`config.mk`:
```
export PLATFORM = sky130hd
export DESIGN_NAME = mem_stage
export DESIGN_NICKNAME = d
export VERILOG_FILES = /design/src/rtl/cpu_pkg.sv /design/src/rtl/mem_lane_align.sv /design/src/rtl/mem_stage.sv
export SDC_FILE = /design/constraint.sdc
export NUM_CORES = 1
export LEC_CHECK = 0
export CORE_MARGIN = 8
export CORE_UTILIZATION = 50
export DETAILED_ROUTE_END_ITERATION = 16
export DONT_BUFFER_PORTS = 1
export SLEW_MARGIN = 20
export SYNTH_ARGS = -nofsm -noshare
export SYNTH_HDL_FRONTEND = slang
export SYNTH_SLANG_ARGS = --single-unit
```
`constraint.sdc`:
```
create_clock -name clk_i -period 2.6 [get_ports clk_i]
set_input_delay 0.26 -clock clk_i [delete_from_list [all_inputs] [get_ports clk_i]]
set_output_delay 0.26 -clock clk_i [all_outputs]
set_load 0.01 [all_outputs]
```
`src/rtl/cpu_pkg.sv`:
```
// Shared RV32 memory-access definitions: funct3 encodings, byte-enable constants, stage FSM and latched request.
// Latency: n/a (types, constants and pure combinational helpers only).
// Backpressure: n/a.
package cpu_pkg;

    // Load/store size and sign encodings (stores use only the first three)
    localparam logic [2:0] F3_B  = 3'b000;
    localparam logic [2:0] F3_H  = 3'b001;
    localparam logic [2:0] F3_W  = 3'b010;
    localparam logic [2:0] F3_BU = 3'b100;
    localparam logic [2:0] F3_HU = 3'b101;

    // Byte-enable patterns
    localparam logic [3:0] BE_NONE    = 4'b0000;
    localparam logic [3:0] BE_BYTE0   = 4'b0001;
    localparam logic [3:0] BE_LO_HALF = 4'b0011;
    localparam logic [3:0] BE_HI_HALF = 4'b1100;
    localparam logic [3:0] BE_ALL     = 4'b1111;

    typedef enum logic [1:0] {
        ST_IDLE = 2'd0,
        ST_BUSY = 2'd1,
        ST_DONE = 2'd2
    } mem_state_t;

    // Fields captured when an access is launched and held until writeback
    typedef struct packed {
        logic [31:0] addr;
        logic [3:0]  be;
        logic [31:0] wdata;
        logic        we;
        logic [2:0]  funct3;
        logic [4:0]  rd;
        logic        reg_write;
        logic        mem_to_reg;
    } mem_lat_t;

    // funct3 outside the legal set for a load or a store
    function automatic logic f3_illegal(input logic is_store, input logic [2:0] f3);
        logic ok;
        if (is_store) ok = (f3 == F3_B) || (f3 == F3_H) || (f3 == F3_W);
        else          ok = (f3 == F3_B) || (f3 == F3_H) || (f3 == F3_W) ||
                           (f3 == F3_BU) || (f3 == F3_HU);
        return !ok;
    endfunction

    // Halfword on an odd address, or word not on a 4-byte boundary
    function automatic logic f3_misaligned(input logic [2:0] f3, input logic [1:0] a);
        logic mis;
        case (f3)
            F3_H, F3_HU: mis = a[0];
            F3_W:        mis = (a != 2'b00);
            default:     mis = 1'b0;
        endcase
        return mis;
    endfunction

endpackage

```
`src/rtl/mem_lane_align.sv`:
```
// Byte-lane steering: store data replication + byte enables, and load lane extract with sign/zero extension.
// Latency: purely combinational, zero cycles.
// Backpressure: none; store and load paths are independent and always valid.
module mem_lane_align
    import cpu_pkg::*;
(
    input  logic [2:0]  st_funct3_i,
    input  logic [1:0]  st_addr_lo_i,
    input  logic [31:0] st_data_i,
    output logic [3:0]  st_be_o,
    output logic [31:0] st_data_o,
    input  logic [2:0]  ld_funct3_i,
    input  logic [1:0]  ld_addr_lo_i,
    input  logic [31:0] ld_word_i,
    output logic [31:0] ld_data_o
);

    logic [7:0]  ld_byte;
    logic [15:0] ld_half;

    // Store path: replicate the datum across the word and enable the addressed lanes
    always_comb begin
        st_be_o   = BE_NONE;
        st_data_o = 32'h0;
        case (st_funct3_i)
            F3_B: begin
                st_be_o   = BE_BYTE0 << st_addr_lo_i;
                st_data_o = {4{st_data_i[7:0]}};
            end
            F3_H: begin
                st_be_o   = st_addr_lo_i[1] ? BE_HI_HALF : BE_LO_HALF;
                st_data_o = {2{st_data_i[15:0]}};
            end
            F3_W: begin
                st_be_o   = BE_ALL;
                st_data_o = st_data_i;
            end
            default: begin
                st_be_o   = BE_NONE;
                st_data_o = 32'h0;
            end
        endcase
    end

    // Load path: pick the addressed lane, then extend according to funct3
    always_comb begin
        ld_byte = 8'h0;
        case (ld_addr_lo_i)
            2'd0:    ld_byte = ld_word_i[7:0];
            2'd1:    ld_byte = ld_word_i[15:8];
            2'd2:    ld_byte = ld_word_i[23:16];
            default: ld_byte = ld_word_i[31:24];
        endcase
        ld_half = ld_addr_lo_i[1] ? ld_word_i[31:16] : ld_word_i[15:0];

        ld_data_o = ld_word_i;
        case (ld_funct3_i)
            F3_B:    ld_data_o = {{24{ld_byte[7]}}, ld_byte};
            F3_H:    ld_data_o = {{16{ld_half[15]}}, ld_half};
            F3_BU:   ld_data_o = {24'h0, ld_byte};
            F3_HU:   ld_data_o = {16'h0, ld_half};
            default: ld_data_o = ld_word_i;
        endcase
    end

endmodule

```
`src/rtl/mem_stage.sv`:
```
// RV32 MEM stage: drives a req/ack data-memory port, aligns store lanes, extends load data, passes other ops through.
// Latency: non-memory ops 0 cycles; memory ops 3 cycles minimum (IDLE, BUSY, DONE) plus one per ack wait cycle.
// Backpressure: stall_o freezes upstream from launch until DONE; a BUSY access gives up after TIMEOUT_CYCLES without ack.
module mem_stage
    import cpu_pkg::*;
#(
    parameter int TIMEOUT_CYCLES = 255,
    parameter int CNT_W          = 8
) (
    input  logic        clk_i,
    input  logic        rst_i,
    input  logic        valid_i,
    input  logic        MemRead_i,
    input  logic        MemWrite_i,
    input  logic [2:0]  funct3_i,
    input  logic [31:0] ALUResult_i,
    input  logic [31:0] wdata_i,
    input  logic [4:0]  RDaddr_i,
    input  logic        RegWrite_i,
    input  logic        MemtoReg_i,
    output logic [4:0]  RDaddr_o,
    output logic [31:0] ALUResult_o,
    output logic [31:0] mem_o,
    output logic        RegWrite_o,
    output logic        MemtoReg_o,
    output logic        stall_o,
    output logic        err_o,
    output logic        mem_req_o,
    output logic        mem_we_o,
    output logic [31:0] mem_addr_o,
    output logic [3:0]  mem_be_o,
    output logic [31:0] mem_wdata_o,
    input  logic        mem_ack_i,
    input  logic [31:0] mem_rdata_i
);

    mem_state_t       state_q, state_d;
    mem_lat_t         lat_q, lat_d;
    logic             req_q, req_d;
    logic [CNT_W-1:0] cnt_q, cnt_d;
    logic [31:0]      rdata_q, rdata_d;
    logic             tmo_q, tmo_d;

    logic        is_mem, is_store, fault, go, at_limit;
    logic [3:0]  st_be;
    logic [31:0] st_data, ld_data;

    // Decode the incoming slot; a slot flagged both read and write is a store
    always_comb begin
        is_mem   = valid_i & (MemRead_i | MemWrite_i);
        is_store = MemWrite_i;
        fault    = is_mem & (f3_illegal(is_store, funct3_i) |
                             f3_misaligned(funct3_i, ALUResult_i[1:0]));
        go       = is_mem & ~fault;
        at_limit = (cnt_q == CNT_W'(TIMEOUT_CYCLES - 1));
    end

    mem_lane_align u_lane_align (
        .st_funct3_i  (funct3_i),
        .st_addr_lo_i (ALUResult_i[1:0]),
        .st_data_i    (wdata_i),
        .st_be_o      (st_be),
        .st_data_o    (st_data),
        .ld_funct3_i  (lat_q.funct3),
        .ld_addr_lo_i (lat_q.addr[1:0]),
        .ld_word_i    (mem_rdata_i),
        .ld_data_o    (ld_data)
    );

    // State and datapath registers, all cleared by synchronous reset
    always_ff @(posedge clk_i) begin
        if (rst_i) begin
            state_q <= ST_IDLE;
            lat_q   <= '0;
            req_q   <= 1'b0;
            cnt_q   <= '0;
            rdata_q <= 32'h0;
            tmo_q   <= 1'b0;
        end else begin
            state_q <= state_d;
            lat_q   <= lat_d;
            req_q   <= req_d;
            cnt_q   <= cnt_d;
            rdata_q <= rdata_d;
            tmo_q   <= tmo_d;
        end
    end

    // Next-state: launch from IDLE, leave BUSY on ack or timeout, DONE always returns to IDLE
    always_comb begin
        state_d = state_q;
        case (state_q)
            ST_IDLE: if (go) state_d = ST_BUSY;
            ST_BUSY: if (mem_ack_i || at_limit) state_d = ST_DONE;
            ST_DONE: state_d = ST_IDLE;
            default: state_d = ST_IDLE;
        endcase
    end

    // Datapath next values: capture the request at launch, hold it while BUSY, capture read data on ack
    always_comb begin
        lat_d   = lat_q;
        req_d   = req_q;
        cnt_d   = cnt_q;
        rdata_d = rdata_q;
        tmo_d   = tmo_q;
        case (state_q)
            ST_IDLE: begin
                if (go) begin
                    lat_d.addr       = ALUResult_i;
                    // Loads read the whole word; lane selection happens on the returned data
                    lat_d.be         = is_store ? st_be : BE_ALL;
                    lat_d.wdata      = is_store ? st_data : 32'h0;
                    lat_d.we         = is_store;
                    lat_d.funct3     = funct3_i;
                    lat_d.rd         = RDaddr_i;
                    lat_d.reg_write  = RegWrite_i;
                    lat_d.mem_to_reg = MemtoReg_i;
                    req_d            = 1'b1;
                    cnt_d            = '0;
                    rdata_d          = 32'h0;
                    tmo_d            = 1'b0;
                end
            end
            ST_BUSY: begin
                if (mem_ack_i) begin
                    rdata_d = lat_q.we ? 32'h0 : ld_data;
                    req_d   = 1'b0;
                end else if (at_limit) begin
                    req_d = 1'b0;
                    tmo_d = 1'b1;
                end else begin
                    cnt_d = cnt_q + CNT_W'(1);
                end
            end
            default: begin
                req_d = 1'b0;
            end
        endcase
    end

    // Pipeline-facing outputs: passthrough in IDLE, bubble while BUSY, latched result in DONE
    always_comb begin
        RDaddr_o    = RDaddr_i;
        ALUResult_o = ALUResult_i;
        mem_o       = 32'h0;
        RegWrite_o  = RegWrite_i;
        MemtoReg_o  = MemtoReg_i;
        stall_o     = 1'b0;
        err_o       = 1'b0;
        case (state_q)
            ST_IDLE: begin
                // Any memory op suppresses the write here: faulting ops never write, good ops write from DONE
                RegWrite_o = RegWrite_i & ~is_mem;
                stall_o    = go;
                err_o      = fault;
            end
            ST_BUSY: begin
                RDaddr_o    = lat_q.rd;
                ALUResult_o = lat_q.addr;
                MemtoReg_o  = lat_q.mem_to_reg;
                RegWrite_o  = 1'b0;
                stall_o     = 1'b1;
            end
            ST_DONE: begin
                RDaddr_o    = lat_q.rd;
                ALUResult_o = lat_q.addr;
                MemtoReg_o  = lat_q.mem_to_reg;
                mem_o       = rdata_q;
                RegWrite_o  = lat_q.reg_write & ~tmo_q;
                err_o       = tmo_q;
            end
            default: begin
                stall_o = 1'b0;
            end
        endcase
    end

    // Memory port: request and payload are registered; enables are masked whenever no request is open
    always_comb begin
        mem_req_o   = req_q;
        mem_we_o    = req_q & lat_q.we;
        mem_be_o    = req_q ? lat_q.be : BE_NONE;
        mem_addr_o  = {lat_q.addr[31:2], 2'b00};
        mem_wdata_o = lat_q.wdata;
    end

endmodule

```
==> key figures <==
Timing
  • Setup TNS: 0 ns
  • Period utilization: 91.2%
  • Slew headroom: 30.4%
  • Pins over their slew limit: 0
  • Fmax: 422 MHz
  • Final worst slack: 0.228 ns
  • Fin Clk Skew: 0.00586 ns
  • Min Tclk post-route: 2.37 ns
  • RSZ-0062 raised after global routing: false
  • Final hold violations: 0
  • Final setup violation count: 0
  • Worst Tran Pin Value: 1.04 ns

Global routing
  • Grt met3 use: 10.1%
  • First-pass GRT wire length: 31000 um
  • Global Route Usage Sum: 22.0%
  • M2 GR Usage: 35.9%
  • Total gr overflow: 0
  • Met1 GRT Util: 24.0%
  • Vias in the first global route: 5753
  • Grt peak-use layer: met2
  • Largest net degree at the start of global routing: 83
  • Initial antenna violation count: 0

Layout
  • Final nets: 920
  • Number of antenna repair diodes: 0
  • Area growth, synth to finish: 9.69%
  • Most frequent cells in the layout: a21oi_1 (138), dfxtp_1 (122), nand2_1 (121), dlygate4sd3_1 (43), o21ai_0 (41)
  • Fillers: 1221
  • Most common cell after layout, fill and taps aside: a21oi_1
  • Layout cells sized above 1: 11.3%

Drt
  • Via density per instance: 5.84
  • First-pass DRT Iterations: 5
  • # DRC: 0
  • Routed len/inst: 19.8 um
  • Post-Route WL: 19600 um
  • Via count: 5775
  • Initial DRC Count: 351
  • Final ANT Viol Nets: 0

Floorplanning
  • Chip Width: 132 um
  • Core area: 0.0132 sq mm
  • Row cnt: 42
  • Die area: 0.0174 sq mm
  • Initial Utilization: 50.8%
  • Die Span Y: 132 um
  • # IOs: 255

Worst setup path
  • Critical path peak fanout: 34
  • Crit start category: register
  • Arrival time worst endpoint: 2.11 ns
  • Critical Path RT: 2.34 ns
  • Crit end category: output pin
  • WS Path Type: register to output pin

Clocking
  • CTS buffer count: 17
  • Clock sinks: 122
  • CTS H-Tree Depth: 4
  • CTS tree: done
  • Post-CTS Setup Inserts: 0
  • Worst-case clock buffer depth: 2
  • Root buf cell: clkbuf_16
  • Clock slew at reported path FFs: 0.05 ns
  • Clk_lat worst skew: 0.42 ns

Logic synthesis
  • Avg Inst Size Synth: 7.85 sq um
  • Synth Register Bits: 122
  • Post-synth EDFFs: 0
  • Yosys warnings: 0
  • Main synth FF type: dfxtp_1
  • Synthesized cell area: 0.00670 sq mm
  • Fraction of registers with async set/reset: 0%
  • Sequential element share of the synthesized area: 36.5%
  • Cells after Synth: 853
  • Library cells used by synthesis: 49

Hold path
  • Hold WC Path Type: input port to register

Place
  • Final GP Congestion: 0.818
  • DPL Wire Length: 13900 um
  • Port bufs: 0
  • Setup WS pre-CTS: 0.265 ns

Outcome
  • Outcome: complete, no violations

Pwr
  • Worst vdd ir: 0.397 mV
  • Leakage dissipation: 0.00257 uW
  • Pwr dens: 672 mW/mm^2

Job
  • Number of max-cap violations: 0
## cells in the mapped netlist (2+ instances only)
| library cell | number | area share (%) |
|---|---|---|
| a21oi_1 | 138 | 10 |
| dfxtp_1 | 122 | 36 |
| nand2_1 | 121 | 6.8 |
| buf_4 | 64 | 7.2 |
| clkbuf_1 | 50 | 2.8 |
| o21ai_0 | 42 | 3.1 |
| mux2_2 | 40 | 6.7 |
| nor2_1 | 40 | 2.2 |
| and2_1 | 39 | 3.6 |
| nor2b_1 | 22 | 2.1 |
| nand3_1 | 21 | 1.6 |
| nand3b_1 | 18 | 2.0 |
| nor3_1 | 17 | 1.3 |
| o2bb2ai_1 | 17 | 2.2 |
| a211oi_1 | 12 | 1.3 |
| buf_2 | 11 | 0.82 |
| and3_1 | 8 | 0.75 |
| inv_1 | 8 | 0.45 |
| a21o_1 | 7 | 0.78 |
| a221oi_1 | 7 | 0.92 |
| ha_1 | 6 | 1.1 |
| nand2b_1 | 5 | 0.47 |
| a311oi_1 | 4 | 0.52 |
| xnor2_1 | 4 | 0.52 |
| nand4_1 | 3 | 0.28 |
| buf_1 | 2 | 0.11 |
| mux2i_1 | 2 | 0.30 |
| o21bai_1 | 2 | 0.22 |
## metrics by stage
stage	total power (uW)	std cells	utilization [%]	hold WS [ns]	instance area, sq um
after floorplan	2550	854	-	0.396	6700
after global placement	2600	915	47.8	0.343	6310
after detailed placement	2620	915	47.8	0.342	6310
after CTS	4970	989	55.6	0.0142	7330
after global routing	5130	989	55.7	0.00796	7350
final	4940	989	55.7	0.0294	7350
## registers in the layout, summed over array words and instances (netlist names)
register and count:
cnt_q 8, mem_wdata_o 32, tmo_q 1, lat_q 17
mem_addr_o 30, rdata_q 32, state_q 1, mem_req_o 1
## timing repair
action | in CTS | in global routing
resized for setup | 0 | 1
setup endpoints to repair | 0 | 6
hold buffers | 44 | 0
hold endpoints to repair | 82 | 0
## logic make-up after synthesis
family / synth area share (%)
AND/OR/NAND/NOR: 21.7
flip-flops: 36.5
AO/OA/AOI/OAI: 21.6
adder cells (fa/ha/maj): 1.12
buffers and inverters: 11.5
other: 0.0560
XOR/XNOR: 0.523
multiplexers: 7.02
## layout make-up
type,instances,area [sq um],area share (%)
clock buffers,22,474,6.45
inverters,8,30.0,0.409
flip-flops and latches,122,2440,33.2
multi-input cells,596,3520,47.9
well taps,176,220,3.00
clock inverters,8,95.1,1.29
repair buffers,57,568,7.73
## power breakdown
part | leakage (uW) | switching (uW) | internal [uW]
Combinational | 0.00131 | 404 | 282
Sequential | 0.000986 | 57.2 | 1920
Clock | 0.000278 | 807 | 1470
## final timing paths
path | slack (ns) | end | from | cells past startpoint
worst min-delay path | 0.03 | cnt_q[1] | rst_i | 2
worst min register to register | 0.46 | lat_q[1] | lat_q[1] | 2
worst max register to register | 0.29 | lat_q[0] | state_q[1] | 8
worst max-delay path | 0.23 | RDaddr_o[2] | state_q[1] | 4
## critical path, stage by stage, from the launching register on
cell and delay, ns:
dfxtp_1 0.38, inv_1 0.08, ha_1 0.53, buf_12 0.27
mux2_2 0.41
## metal layers
metal  up-vias  part of all wire, %
li1       2786                    -
met1      2711                   38
met2       232                   48
met3        46                   11
met4         0                  2.9
met5         -                    0
Power figures use the tool's default switching activity.
